==> src/rtl/mpc_mac_pipe.sv <==
// ---------------------------------------------------------------------------
// mpc_mac_pipe
// Pipelined multiply-accumulate for the MPC datapath. A signed operand is
// multiplied by a signed or unsigned operand. The product is either returned
// on its own or added into a running accumulator. The result then goes
// through a rounding right shift and is reduced to P_W bits.
//
// Optional feature macro: MPC_MAC_SAT_EN
//   defined   -> results outside the P_W signed range are clamped, and o_ovf
//                flags the clamped result.
//   undefined -> results wrap to their low P_W bits, and o_ovf is tied to 0.
//
// Parameters: A_W, B_W, B_SIGNED, P_W, ACC_W, SHIFT, STAGES (total latency)
// Ports:
//   i_clk        rising-edge clock
//   i_rst_n      asynchronous active-low reset
//   i_ce         clock enable; when low, every register holds
//   i_in_valid   the sample on i_a/i_b is valid
//   i_acc_en     add this product to the running sum
//   i_acc_clr    with i_acc_en, start a new sum from this product
//   i_a          signed multiplicand
//   i_b          multiplier (signed when B_SIGNED=1)
//   o_out_valid  o_p/o_ovf carry a result
//   o_p          signed result
//   o_ovf        the result was clamped
// ---------------------------------------------------------------------------
module mpc_mac_pipe #(
    parameter int A_W      = 21,
    parameter int B_W      = 8,
    parameter int B_SIGNED = 0,
    parameter int P_W      = 30,
    parameter int ACC_W    = 48,
    parameter int SHIFT    = 0,
    parameter int STAGES   = 4
) (
    input  logic           i_clk,
    input  logic           i_rst_n,
    input  logic           i_ce,
    input  logic           i_in_valid,
    input  logic           i_acc_en,
    input  logic           i_acc_clr,
    input  logic [A_W-1:0] i_a,
    input  logic [B_W-1:0] i_b,
    output logic           o_out_valid,
    output logic [P_W-1:0] o_p,
    output logic           o_ovf
);

    localparam int PROD_W = A_W + B_W + 1;
    // Index 0 of the output delay line is the S3 result register.
    localparam int DLY    = STAGES - 2;
    // Rounding constant: half an LSB of the shifted result (0 when SHIFT=0).
    localparam logic signed [ACC_W:0] ROUND = ((ACC_W+1)'(1) << SHIFT) >>> 1;

    generate
        if (STAGES < 3) begin : g_badStages
            $error("mpc_mac_pipe: STAGES must be at least 3");
        end
        if (ACC_W < PROD_W) begin : g_badAccW
            $error("mpc_mac_pipe: ACC_W must be at least A_W+B_W+1");
        end
        if ((SHIFT < 0) || (SHIFT > ACC_W - P_W)) begin : g_badShift
            $error("mpc_mac_pipe: SHIFT out of range 0..ACC_W-P_W");
        end
    endgenerate

    logic signed [A_W-1:0]    r_aS1;
    logic        [B_W-1:0]    r_bS1;
    logic                     r_vS1, r_enS1, r_clrS1;
    logic signed [PROD_W-1:0] r_prodS2;
    logic                     r_vS2, r_enS2, r_clrS2;
    logic signed [ACC_W-1:0]  r_acc;
    logic        [P_W-1:0]    r_pPipe [DLY];
    logic        [DLY-1:0]    r_ovfPipe;
    logic        [DLY-1:0]    r_vPipe;

    logic signed [B_W:0]      w_bExt;
    logic signed [PROD_W-1:0] w_prod;
    logic signed [ACC_W-1:0]  w_prodExt;
    logic signed [ACC_W-1:0]  w_accNext;
    logic signed [ACC_W:0]    w_sum;
    logic signed [ACC_W:0]    w_r;
    logic        [P_W-1:0]    w_pS3;
    logic                     w_ovfS3;

    // S1: capture operands and sample controls.
    always_ff @(posedge i_clk or negedge i_rst_n) begin
        if (!i_rst_n) begin
            r_aS1    <= '0;
            r_bS1    <= '0;
            r_vS1    <= 1'b0;
            r_enS1   <= 1'b0;
            r_clrS1  <= 1'b0;
        end else if (i_ce) begin
            r_aS1    <= i_a;
            r_bS1    <= i_b;
            r_vS1    <= i_in_valid;
            r_enS1   <= i_acc_en;
            r_clrS1  <= i_acc_clr;
        end
    end

    // Unsigned b gets one zero bit so that the signed multiply treats it as
    // non-negative.
    assign w_bExt = (B_SIGNED != 0) ? {r_bS1[B_W-1], r_bS1} : {1'b0, r_bS1};
    assign w_prod = PROD_W'(r_aS1) * PROD_W'(w_bExt);

    // S2: full-width product register.
    always_ff @(posedge i_clk or negedge i_rst_n) begin
        if (!i_rst_n) begin
            r_prodS2 <= '0;
            r_vS2    <= 1'b0;
            r_enS2   <= 1'b0;
            r_clrS2  <= 1'b0;
        end else if (i_ce) begin
            r_prodS2 <= w_prod;
            r_vS2    <= r_vS1;
            r_enS2   <= r_enS1;
            r_clrS2  <= r_clrS1;
        end
    end

    assign w_prodExt = ACC_W'(r_prodS2);
    assign w_accNext = (r_enS2 && !r_clrS2) ? (r_acc + w_prodExt) : w_prodExt;
    // One guard bit stops the rounding add from wrapping before the shift.
    assign w_sum     = {w_accNext[ACC_W-1], w_accNext} + ROUND;
    assign w_r       = w_sum >>> SHIFT;

`ifdef MPC_MAC_SAT_EN
    localparam logic signed [ACC_W:0] MAXV = {{(ACC_W-P_W+2){1'b0}}, {(P_W-1){1'b1}}};
    localparam logic signed [ACC_W:0] MINV = {{(ACC_W-P_W+2){1'b1}}, {(P_W-1){1'b0}}};

    // Clamp the output to the P_W signed range. The accumulator itself is
    // left unclamped.
    always_comb begin
        w_pS3   = w_r[P_W-1:0];
        w_ovfS3 = 1'b0;
        if (w_r > MAXV) begin
            w_pS3   = MAXV[P_W-1:0];
            w_ovfS3 = 1'b1;
        end else if (w_r < MINV) begin
            w_pS3   = MINV[P_W-1:0];
            w_ovfS3 = 1'b1;
        end
    end
`else
    logic w_unusedHigh;
    assign w_pS3        = w_r[P_W-1:0];
    assign w_ovfS3      = 1'b0;
    assign w_unusedHigh = ^w_r[ACC_W:P_W];
`endif

    // S3: the accumulator feeds back on itself every cycle. Only valid
    // samples update it.
    always_ff @(posedge i_clk or negedge i_rst_n) begin
        if (!i_rst_n) begin
            r_acc <= '0;
        end else if (i_ce && r_vS2) begin
            r_acc <= w_accNext;
        end
    end

    // The S3 result register followed by plain delay stages up to STAGES.
    always_ff @(posedge i_clk or negedge i_rst_n) begin
        if (!i_rst_n) begin
            for (int i = 0; i < DLY; i++) begin
                r_pPipe[i] <= '0;
            end
            r_ovfPipe <= '0;
            r_vPipe   <= '0;
        end else if (i_ce) begin
            r_pPipe[0]   <= w_pS3;
            r_ovfPipe[0] <= w_ovfS3 & r_vS2;
            r_vPipe[0]   <= r_vS2;
            for (int i = 1; i < DLY; i++) begin
                r_pPipe[i]   <= r_pPipe[i-1];
                r_ovfPipe[i] <= r_ovfPipe[i-1];
                r_vPipe[i]   <= r_vPipe[i-1];
            end
        end
    end

    assign o_p         = r_pPipe[DLY-1];
    assign o_ovf       = r_ovfPipe[DLY-1];
    assign o_out_valid = r_vPipe[DLY-1];

endmodule

==> config.mk <==
export PLATFORM = sky130hd
export DESIGN_NAME = mpc_mac_pipe
export DESIGN_NICKNAME = d
export VERILOG_FILES = /design/src/rtl/mpc_mac_pipe.sv
export SDC_FILE = /design/constraint.sdc
export NUM_CORES = 1
export LEC_CHECK = 0
export ABC_CLOCK_PERIOD_IN_PS = 8290
export CAP_MARGIN = 10
export CORE_UTILIZATION = 45
export CTS_BUF_LIST = sky130_fd_sc_hd__clkbuf_2 sky130_fd_sc_hd__clkbuf_4 sky130_fd_sc_hd__clkbuf_8
export CTS_CLUSTER_SIZE = 10
export DETAILED_ROUTE_END_ITERATION = 10
export HOLD_SLACK_MARGIN = 0.06
export PLACE_DENSITY = 0.67
export SYNTH_ARGS = -nofsm -noshare
export SYNTH_HDL_FRONTEND = slang
export SYNTH_SLANG_ARGS = --single-unit
==> constraint.sdc <==
create_clock -name i_clk -period 8.29 [get_ports i_clk]
set_input_delay 1.658 -clock i_clk [delete_from_list [all_inputs] [get_ports i_clk]]
set_output_delay 1.658 -clock i_clk [all_outputs]
set_load 0.02 [all_outputs]
==> qor_table.md, run 1 <==
| Item | Value |
|---|---|
| Yosys synthesis warning count | 0 |
| Unique cell type count in the Yosys netlist | 56 |
| Avg Vias per Cell | 5.24 |
| Max transition margin | 0.417 |
| Routing usage on met2 | 0.348 |
| Portion of synthesized cell area occupied by the leading cell type | 0.288 |
| Wire length of the first global-routing pass | 47.8 mm |
| Total setup violations reported at the end of the flow | 0 |
| Maximum root-to-sink buffer count | 2 |
| Number of buffers inserted by port buffering | 65 |
| Number of global-route vias before repair | 10,000 |
| Worst hold path endpoint | r_acc[7] |
| Capture instance of the worst register-to-register path | r_prodS2[29] |
| Post-detailed-route count of antenna-violating nets | 0 |
| Placeable core region | 0.0297 mm² |
| Resized cells post-CTS | 0 |
| Final count of hold timing violations | 0 |
| Avg Inst Size Synth | 9.68 µm² |
| Number of cells on the worst reg-to-reg path | 18 |
| Most frequent cells after synthesis | 198 x inv_1, 157 x dfrtp_1, 136 x nand2_1 |
| Library cell with the highest instance count after synthesis | inv_1 |
| # Max-Cap Violations | 0 |
| Filler instances | 2,766 |
| Post-place instance area | 0.0144 mm² |
| Die Span X | 176 µm |
| GRT Residual Overflow | 0 |
| Area growth, synth to finish | 8.10% |
| Origin of the critical flop-to-flop path | r_bS1[2] |
| Antenna violations before repair | 0 |
| Number of buffers created by CTS | 17 |
| Via count | 9,484 |
| Initial standard-cell utilization of the core | 0.459 |
| Vert. Die Dim | 176 µm |
| Number of diodes added for antenna fixing | 0 |
| Iter 0 DRT Violations | 374 |
| Largest net degree at the start of global routing | 97 |
| Final GP Congestion | 0.877 |
| Clock insertion delay at the later pin of the skew report | 480 ps |
| Final Routed Wirelength | 27.1 mm |
| Number of ports placed on the die boundary | 67 |
| RSZ-0062 raised after global routing | false |
| Synth Cell Area | 0.0137 mm² |
| Part of the cycle the worst path needs | 0.695 |
| Proportion of synthesized chip area in sequential cells | 0.288 |
| Path category of the worst min-delay check | reg2reg |
| Result of the run | finished clean |
| Min-Delay Path Depth | 2 |
| Overall die area | 0.0310 mm² |
| Clock sinks | 157 |
| Flop2flop setup slack | 2530 ps |
| Routed wire length per instance | 15.0 µm |
| Arrival time of data at the critical path endpoint | 6150 ps |
| Fraction of met3 tracks used by global routing | 0.0289 |
| Total Negative Setup Slacks | 0 ps |
| Reg area | 0.00393 mm² |
| Clock tree skew after final layout | 23.0 ps |
| Fraction of registers with async set/reset | 1.00 |
| Crit path capture type | register |
| Cell area after layout | 0.0148 mm² |
| DRC | 0 |
| Register bit total from synthesis | 157 |
| Busiest layer in global routing | met2 |
| Total nets after synthesis | 1,667 |
| Type of the worst setup path | reg2reg |
| DP Wirelength | 20.5 mm |
| Beginning of the worst hold path | r_acc[7] |
| Synth Instances | 1,410 |
| Number of buffers inserted to repair setup after CTS | 0 |
| Core Rows | 63 |
| Fraction of layout cells with a size suffix above 1 | 0.101 |
| Worst Tran Pin Value | 874 ps |
| Clock edge transition at the registers on the reported setup and hold paths | 90 ps |
| Required time at the endpoint of the critical path | 8680 ps |
| Number of flops mapped to enable cells by yosys | 0 |
| Main area contributors after synthesis | dfrtp_1 29%, fa_1 19%, mux2_2 8.2% |
| Area taken by multi-input logic gates | 0.00852 mm² |
| Largest area contributor in the synthesized netlist | dfrtp_1 |
| Global-route usage over all layers | 0.193 |
| CTS Hold Bufs | 0 |
| Main synth FF type | dfrtp_1 |
| Maximum clock frequency | 174 MHz |
| Final-report max-slew violation count | 0 |
| Clk Tree Root Cell | clkbuf_8 |
| Met1 GRT Util | 0.241 |
| H-tree Lvls | 4 |
| First drt pass iteration count | 5 |
| Crit path max fanout | 22 |
| Startpoint type of the worst setup path | register |
| Clock period minus worst slack | 5760 ps |
| CTS tree | done |
| # nets final | 1,665 |
registers in the layout, indices dropped and copies added, names as in the netlist:
register,cells
r_vS2,1
o_p,30
r_pPipe,30
r_clrS1,1
r_aS1,21
r_enS1,1
r_vS1,1
r_prodS2,30
r_clrS2,1
r_bS1,8
r_enS2,1
r_acc,30
r_vPipe,2
critical path: stages, from the launching register on:
cell	delay, ps
dfrtp_1	850
nand2_1	170
fa_1	570
inv_1	50
fa_1	490
inv_1	40
fa_1	460
fa_1	550
inv_1	40
ha_1	360
o21ai_1	130
o211ai_1	280
a21oi_1	130
nor3_1	430
a311oi_1	200
o21ai_1	310
a21oi_1	140
or3_1	380
nand3_1	90
layout make-up:
class	count	area share
Inverter	198	0.0504
Multi-Input combinational cell	964	0.577
Clock buffer	19	0.0173
Timing Repair Buffer	70	0.0468
Sequential cell	157	0.266
Clock inverter	13	0.00890
Tap cell	390	0.0331
metal layers:
metal  vias up  part of all wire
met3        34             0.029
met4         0             0.016
li1       4551                 -
met1      4756              0.44
met5         -                 0
met2       143              0.52
layout by cell type (no fill, tap or decap), types with 3 or more instances in the layout:
cell / instances
a211oi_1: 10
clkinv_4: 4
a31oi_1: 14
mux2_2: 100
nand2_1: 136
o31ai_1: 3
o21a_1: 7
xnor2_1: 37
xor2_1: 10
o21ai_1: 28
nor3_1: 7
o21ai_0: 31
nand4_1: 3
ha_1: 89
dfrtp_1: 157
clkdlybuf4s50_1: 63
a31o_1: 3
nand3_1: 11
mux2i_1: 5
nor2b_1: 10
and3_1: 5
inv_1: 198
and2_1: 88
clkinvlp_4: 3
inv_6: 5
a21o_1: 29
nor2_1: 68
buf_4: 5
a21oi_1: 81
o21bai_1: 6
o211ai_1: 6
or3_1: 8
a211o_1: 3
nor3b_1: 4
fa_1: 133
clkbuf_8: 18
kinds of logic (layout without fill, tap and decap cells):
group | Yosys count | after routing | share of synthesized area
flops | 157 | 157 | 0.288
simple gates | 347 | 347 | 0.121
compound gates | 242 | 242 | 0.110
xor+xnor | 47 | 47 | 0.0301
fa+ha+maj | 222 | 222 | 0.277
other cells | 1 | 1 | 0.000275
mux | 105 | 105 | 0.0861
buf+inv | 289 | 300 | 0.0881
through the flow:
step	hold slack, ps	setup slack, ps	util	std cells
floorplan	454	3250	-	1410
global placement	471	2770	0.484	1779
detailed placement	482	2630	0.484	1779
CTS	502	2590	0.497	1811
global route	523	2190	0.497	1811
finish	499	2530	0.497	1811
how the worst max path moves through the flow:
| stage | startpoint | endpoint |
|---|---|---|
| final | r_bS1[2] | r_prodS2[29] |
| after global routing | r_bS1[2] | r_prodS2[29] |
| after CTS | r_bS1[5] | r_prodS2[26] |
| after detailed placement | r_bS1[5] | r_prodS2[26] |
| after global placement | r_bS1[2] | r_prodS2[26] |
| after floorplan | r_bS1[2] | r_prodS2[26] |
Power of run 1 is left out: the tool's default activity adds up to more than one toggle a clock period on the data nets, which glitch-free logic cannot reach.
==> inputs of run 2 (changes only) <==
--- a/config.mk
+++ b/config.mk
@@ -5,14 +5,14 @@
 export SDC_FILE = /design/constraint.sdc
 export NUM_CORES = 1
 export LEC_CHECK = 0
-export ABC_CLOCK_PERIOD_IN_PS = 8290
+export ABC_CLOCK_PERIOD_IN_PS = 5120
 export CAP_MARGIN = 10
 export CORE_UTILIZATION = 45
 export CTS_BUF_LIST = sky130_fd_sc_hd__clkbuf_2 sky130_fd_sc_hd__clkbuf_4 sky130_fd_sc_hd__clkbuf_8
 export CTS_CLUSTER_SIZE = 10
 export DETAILED_ROUTE_END_ITERATION = 10
 export HOLD_SLACK_MARGIN = 0.06
-export PLACE_DENSITY = 0.67
+export PLACE_DENSITY = 0.7
 export SYNTH_ARGS = -nofsm -noshare
 export SYNTH_HDL_FRONTEND = slang
 export SYNTH_SLANG_ARGS = --single-unit
==> constraint.sdc (replaced) <==
create_clock -name i_clk -period 5.12 [get_ports i_clk]
set_input_delay 1.024 -clock i_clk [delete_from_list [all_inputs] [get_ports i_clk]]
set_output_delay 1.024 -clock i_clk [all_outputs]
set_load 0.02 [all_outputs]
==> run 2 against run 1 <==
  * Design area grew 4.1%
  * Register-to-register slack lost 2400 ps
  * Highest routed layer unchanged
  * Hold slack improved by 4.3 ps
  * Count of clock-buffer cells in the layout down 1
  * Critical path type unchanged
  * Die area stayed put
  * Non-clock buffer count increased by 44
  * Cell count up 2.4%
  * Wire length grew 4.0%
  * First-iteration DRC count grew 13%
  * Critical path depth is 1 lower
  * Via count increased by 2.9%
  * Worst setup slack lost 2400 ps
==> qor_table.md, run 2 (synthesis results as in run 1) <==
| Item | Value |
|---|---|
| Clock edge transition at the registers on the reported setup and hold paths | 100 ps |
| First drt pass iteration count | 5 |
| Clock sinks | 157 |
| Commonest non-fill, non-tap cell in the layout | inv_1 |
| Wire length of the first global-routing pass | 49.4 mm |
| Clock tree skew after final layout | 15.4 ps |
| Number of buffers created by CTS | 17 |
| Die Span X | 176 µm |
| Hold_ws | 503 ps |
| Core Rows | 63 |
| Maximum root-to-sink buffer count | 2 |
| Commonest non-fill, non-tap cells in the layout | 197 x inv_1, 143 x dfrtp_1, 133 x nand2_1, 129 x fa_1, 100 x mux2_2 |
| Total setup violations reported at the end of the flow | 0 |
| Cell area after layout | 0.0154 mm² |
| Fin worst setup slack | 177 ps |
| H-tree Lvls | 4 |
| Clock period minus worst slack | 4940 ps |
| Clk Tree Root Cell | clkbuf_8 |
| Fraction of layout cells with a size suffix above 1 | 0.160 |
| Vert. Die Dim | 176 µm |
| Type of the worst setup path | reg2reg |
| Via count | 9,759 |
| Arrival time of data at the critical path endpoint | 5310 ps |
| Crit path capture type | register |
| Number of ports placed on the die boundary | 67 |
| Minimum setup slack after placement | -74.9 ps |
| Post-place instance area | 0.0147 mm² |
| Number of global-route vias before repair | 10,300 |
| Crit path max fanout | 9 |
| # nets final | 1,709 |
| Filler instances | 2,698 |
| Initial standard-cell utilization of the core | 0.459 |
| Total Negative Setup Slacks | 0 ps |
| Post-detailed-route count of antenna-violating nets | 0 |
| CTS tree | done |
| Final GP Congestion | 0.859 |
| Avg Vias per Cell | 5.26 |
| Largest net degree at the start of global routing | 86 |
| Iter 0 DRT Violations | 422 |
| Number of buffers inserted by port buffering | 65 |
| DRC | 0 |
| Startpoint type of the worst setup path | register |
| Area growth, synth to finish | 12.6% |
| DP Wirelength | 21.1 mm |
| Path category of the worst min-delay check | reg2reg |
| Overall die area | 0.0310 mm² |
| GRT Residual Overflow | 0 |
| Global-route usage over all layers | 0.199 |
| Required time at the endpoint of the critical path | 5490 ps |
| Clock insertion delay at the later pin of the skew report | 480 ps |
| Antenna violations before repair | 0 |
| Placeable core region | 0.0297 mm² |
| Final count of hold timing violations | 0 |
| # Max-Cap Violations | 0 |
| Maximum clock frequency | 202 MHz |
| Max transition margin | 0.433 |
| Final Routed Wirelength | 28.2 mm |
| RSZ-0062 raised after global routing | true |
| Routed wire length per instance | 15.2 µm |
| Result of the run | finished clean |
| Part of the cycle the worst path needs | 0.965 |
| Worst Tran Pin Value | 851 ps |
| Number of diodes added for antenna fixing | 0 |
| Final-report max-slew violation count | 0 |
[run 2: cell types whose count changed in the layout (fill, tap and decap cells not counted), sizes merged]
cell      previous run  this run
buf                  7        51
clkbuf              19        18
clkinv               4         5
clkinvlp             3         4
inv                203       202
[run 2: layer usage]
metal	vias up	track usage	routed length (µm)
li1	4630	-	-
met5	-	0	0
met4	0	0.0601	624
met3	52	0.0342	757
met2	153	0.350	14500
met1	4924	0.247	12300
[run 2: path summary, 6_finish.rpt]
check                               end  slack, ps  depth (start not counted)  startpoint
min                            r_acc[7]        500                          2    r_acc[7]
max                        r_prodS2[26]        180                         17    r_bS1[5]
min in group asynchronous      r_aS1[4]        590                          1     i_rst_n
min reg2reg                    r_acc[7]        500                          2    r_acc[7]
max reg2reg                r_prodS2[26]        180                         17    r_bS1[5]
max in group asynchronous     r_acc[22]       3620                          2     i_rst_n
[run 2: worst max-delay path, cell delays in order (launching register included)]
cell and delay, ps:
dfrtp_2 490, buf_8 160, and2_1 140, fa_1 460
fa_1 530, fa_1 520, inv_1 50, fa_1 520
inv_1 60, ha_4 170, or3_4 370, o31ai_4 320
o21ai_2 110, a31o_1 220, a31oi_1 170, o21bai_1 110
xor2_1 140, mux2_2 260
[run 2: timing repair]
| item | in CTS | in global routing |
|---|---|---|
| hold buffers | 0 | 0 |
| setup buffers | 0 | 12 |
| endpoints found under the setup margin | 7 | 12 |
| gates resized for setup | 13 | 49 |
| pin swaps | 0 | 26 |
[run 2: cell type report]
| type | instances | area, µm² | area share |
|---|---|---|---|
| clock buffers | 18 | 248 | 0.0161 |
| repair buffers | 114 | 1100 | 0.0716 |
| clock inverters | 14 | 135 | 0.00879 |
| well taps | 390 | 488 | 0.0317 |
| multi-input cells | 964 | 8710 | 0.567 |
| flip-flops and latches | 157 | 3950 | 0.257 |
| inverters | 198 | 743 | 0.0483 |
[run 2: per-stage QoR]
| step | util | instances |
|---|---|---|
| after global placement | 0.493 | 1811 |
| after floorplan | - | 1410 |
| after global routing | 0.517 | 1855 |
| after detailed placement | 0.493 | 1811 |
| after CTS | 0.507 | 1843 |
| final | 0.517 | 1855 |
Power of run 2 is left out for the same reason.
==> inputs of run 3 (changes only) <==
--- a/config.mk
+++ b/config.mk
@@ -13,6 +13,7 @@
 export DETAILED_ROUTE_END_ITERATION = 10
 export HOLD_SLACK_MARGIN = 0.06
 export PLACE_DENSITY = 0.7
+export SETUP_SLACK_MARGIN = 0.1
 export SYNTH_ARGS = -nofsm -noshare
 export SYNTH_HDL_FRONTEND = slang
 export SYNTH_SLANG_ARGS = --single-unit
==> run 3 against run 2 <==
  * Utilization grew 0.96 points
  * Critical path type unchanged
  * Count of clock-buffer cells in the layout decreased by 1
  * Clock skew up 5.0 ps
  * First-iteration DRC count up 14%
  * Sequential cell count is the same
  * Global-route usage is 0.26 points lower
==> qor_table.md, run 3 (synthesis results as in run 1) <==
| Item | Value |
|---|---|
| Number of buffers created by CTS | 17 |
| Vert. Die Dim | 176 µm |
| Die Span X | 176 µm |
| Initial standard-cell utilization of the core | 0.459 |
| Critical Path Max Stage Delay | 570 ps |
| Capture instance of the worst register-to-register path | r_prodS2[27] |
| Path category of the worst min-delay check | reg2reg |
| Startpoint type of the worst setup path | register |
| Avg Vias per Cell | 5.21 |
| Maximum root-to-sink buffer count | 2 |
| Post-place instance area | 0.0146 mm² |
| Type of the worst setup path | reg2reg |
| Clock edge transition at the registers on the reported setup and hold paths | 100 ps |
| Final GP Congestion | 0.872 |
| Final count of hold timing violations | 0 |
| Number of buffers inserted by port buffering | 65 |
| Overall die area | 0.0310 mm² |
| Result of the run | finished clean |
| Clock sinks | 157 |
| Maximum clock frequency | 202 MHz |
| CP most frequent cell | fa_1 |
| Required time at the endpoint of the critical path | 5490 ps |
| Global-route usage over all layers | 0.196 |
| H-tree Lvls | 4 |
| Slowest cell on the critical path | fa_1 |
| Clock insertion delay at the later pin of the skew report | 490 ps |
| Worst Tran Pin Value | 979 ps |
| Wire length of the first global-routing pass | 48.4 mm |
| Cell area after layout | 0.0157 mm² |
| Number of diodes added for antenna fixing | 0 |
| Number of global-route vias before repair | 10,200 |
| Final-report max-slew violation count | 0 |
| Largest net degree at the start of global routing | 84 |
| # nets final | 1,723 |
| Min-Delay Path Depth | 2 |
| Launching element of the worst setup path | r_bS1[1] |
| Number of cells on the worst reg-to-reg path | 19 |
| Arrival time of data at the critical path endpoint | 5310 ps |
| Flop2flop setup slack | 180 ps |
| CTS tree | done |
| Routed wire length per instance | 15.2 µm |
| Final Routed Wirelength | 28.4 mm |
| GRT Residual Overflow | 0 |
| Total setup violations reported at the end of the flow | 0 |
| DP Wirelength | 20.7 mm |
| Origin of the critical flop-to-flop path | r_bS1[1] |
| Fraction of layout cells with a size suffix above 1 | 0.191 |
| Placeable core region | 0.0297 mm² |
| Crit path capture type | register |
| Commonest non-fill, non-tap cells in the layout | 188 x inv_1, 142 x dfrtp_1, 125 x nand2_1, 125 x fa_1, 99 x mux2_2 |
| Crit path max fanout | 7 |
| First drt pass iteration count | 5 |
| Iter 0 DRT Violations | 481 |
| Via count | 9,730 |
| DRC | 0 |
| Clock period minus worst slack | 4940 ps |
| Antenna violations before repair | 0 |
| Clock tree skew after final layout | 20.4 ps |
| Area growth, synth to finish | 14.7% |
| Post-detailed-route count of antenna-violating nets | 0 |
| Ordered cell list for the critical path | buf_6, nand2_4, fa_1, inv_2, fa_1, fa_1, inv_1, fa_1, inv_2, ha_4, o211ai_1, a21oi_4, a21oi_4, nor3_4, a311oi_2, o21ai_2, a31oi_1, xnor2_1, mux2_4 |
| Worst hold path endpoint | r_acc[17] |
| Commonest non-fill, non-tap cell in the layout | inv_1 |
| Core Rows | 63 |
| # Max-Cap Violations | 0 |
| Number of ports placed on the die boundary | 67 |
| Max transition margin | 0.347 |
| Beginning of the worst hold path | r_acc[17] |
| Part of the cycle the worst path needs | 0.965 |
| RSZ-0062 raised after global routing | true |
| Clk Tree Root Cell | clkbuf_8 |
| CTS Hold Bufs | 0 |
run 3: cell count changes in the layout (fill, tap and decap cells not counted), moves of 3 or more:
cell,previous run,this run
buf_12,5,2
buf_4,37,45
buf_6,6,14
clkinv_4,4,1
fa_1,129,125
fa_2,4,8
ha_1,82,75
ha_4,5,14
inv_1,197,188
inv_2,1,10
nand2_1,133,125
nand2_2,3,9
run 3: worst max path at each step:
stage	endpoint	depth (start not counted)
4_1_cts	r_prodS2[26]	20
2_1_floorplan	r_prodS2[26]	19
3_3_place_gp	r_prodS2[27]	18
6_report	r_prodS2[27]	19
5_1_grt	r_prodS2[27]	19
3_5_place_dp	r_prodS2[27]	18
run 3: what timing repair did:
item / in CTS / in global routing
setup endpoints to repair: 11 / 13
cloned: 0 / 0
pin swaps: 14 / 91
setup buffers: 8 / 20
resized for setup: 28 / 92
run 3: per-stage QoR:
stage          worst slack, ps  hold WS, ps  utilization  setup TNS, ps  cells
5_1_grt                  -52.6          527        0.527          -52.6   1868
4_1_cts                    103          503        0.508              0   1848
2_1_floorplan              107          454            -              0   1410
3_5_place_dp              -129          482        0.492           -449   1809
3_3_place_gp             -4.82          471        0.492          -4.82   1809
6_report                   179          499        0.527              0   1868
run 3: worst max-delay path: cells and delay by family, from the launching register on:
| kind | cells | cell delay, ps |
|---|---|---|
| fa+ha+maj | 5 | 2250 |
| compound gates | 6 | 1300 |
| flops | 1 | 480 |
| buf+inv | 4 | 300 |
| mux | 1 | 260 |
| simple gates | 2 | 110 |
| xor+xnor | 1 | 110 |
run 3: final cells by class:
class,instances,area [µm²]
Clock buffer,17,234
Clock inverter,14,111
Fill cell,2624,14100
Inverter,198,743
Multi-Input combinational cell,964,8920
Sequential cell,157,3950
Tap cell,390,488
Timing Repair Buffer,128,1220
run 3: routing by layer:
layer / part of all wire / wire length [µm] / vias to the layer above / GRT usage
met5: 0 / 0 / - / 0
met4: 0.024 / 681 / 0 / 0.0659
met3: 0.034 / 977 / 50 / 0.0314
met2: 0.51 / 14500 / 191 / 0.347
met1: 0.43 / 12200 / 4838 / 0.242
li1: - / - / 4651 / -
Power of run 3 is left out for the same reason.
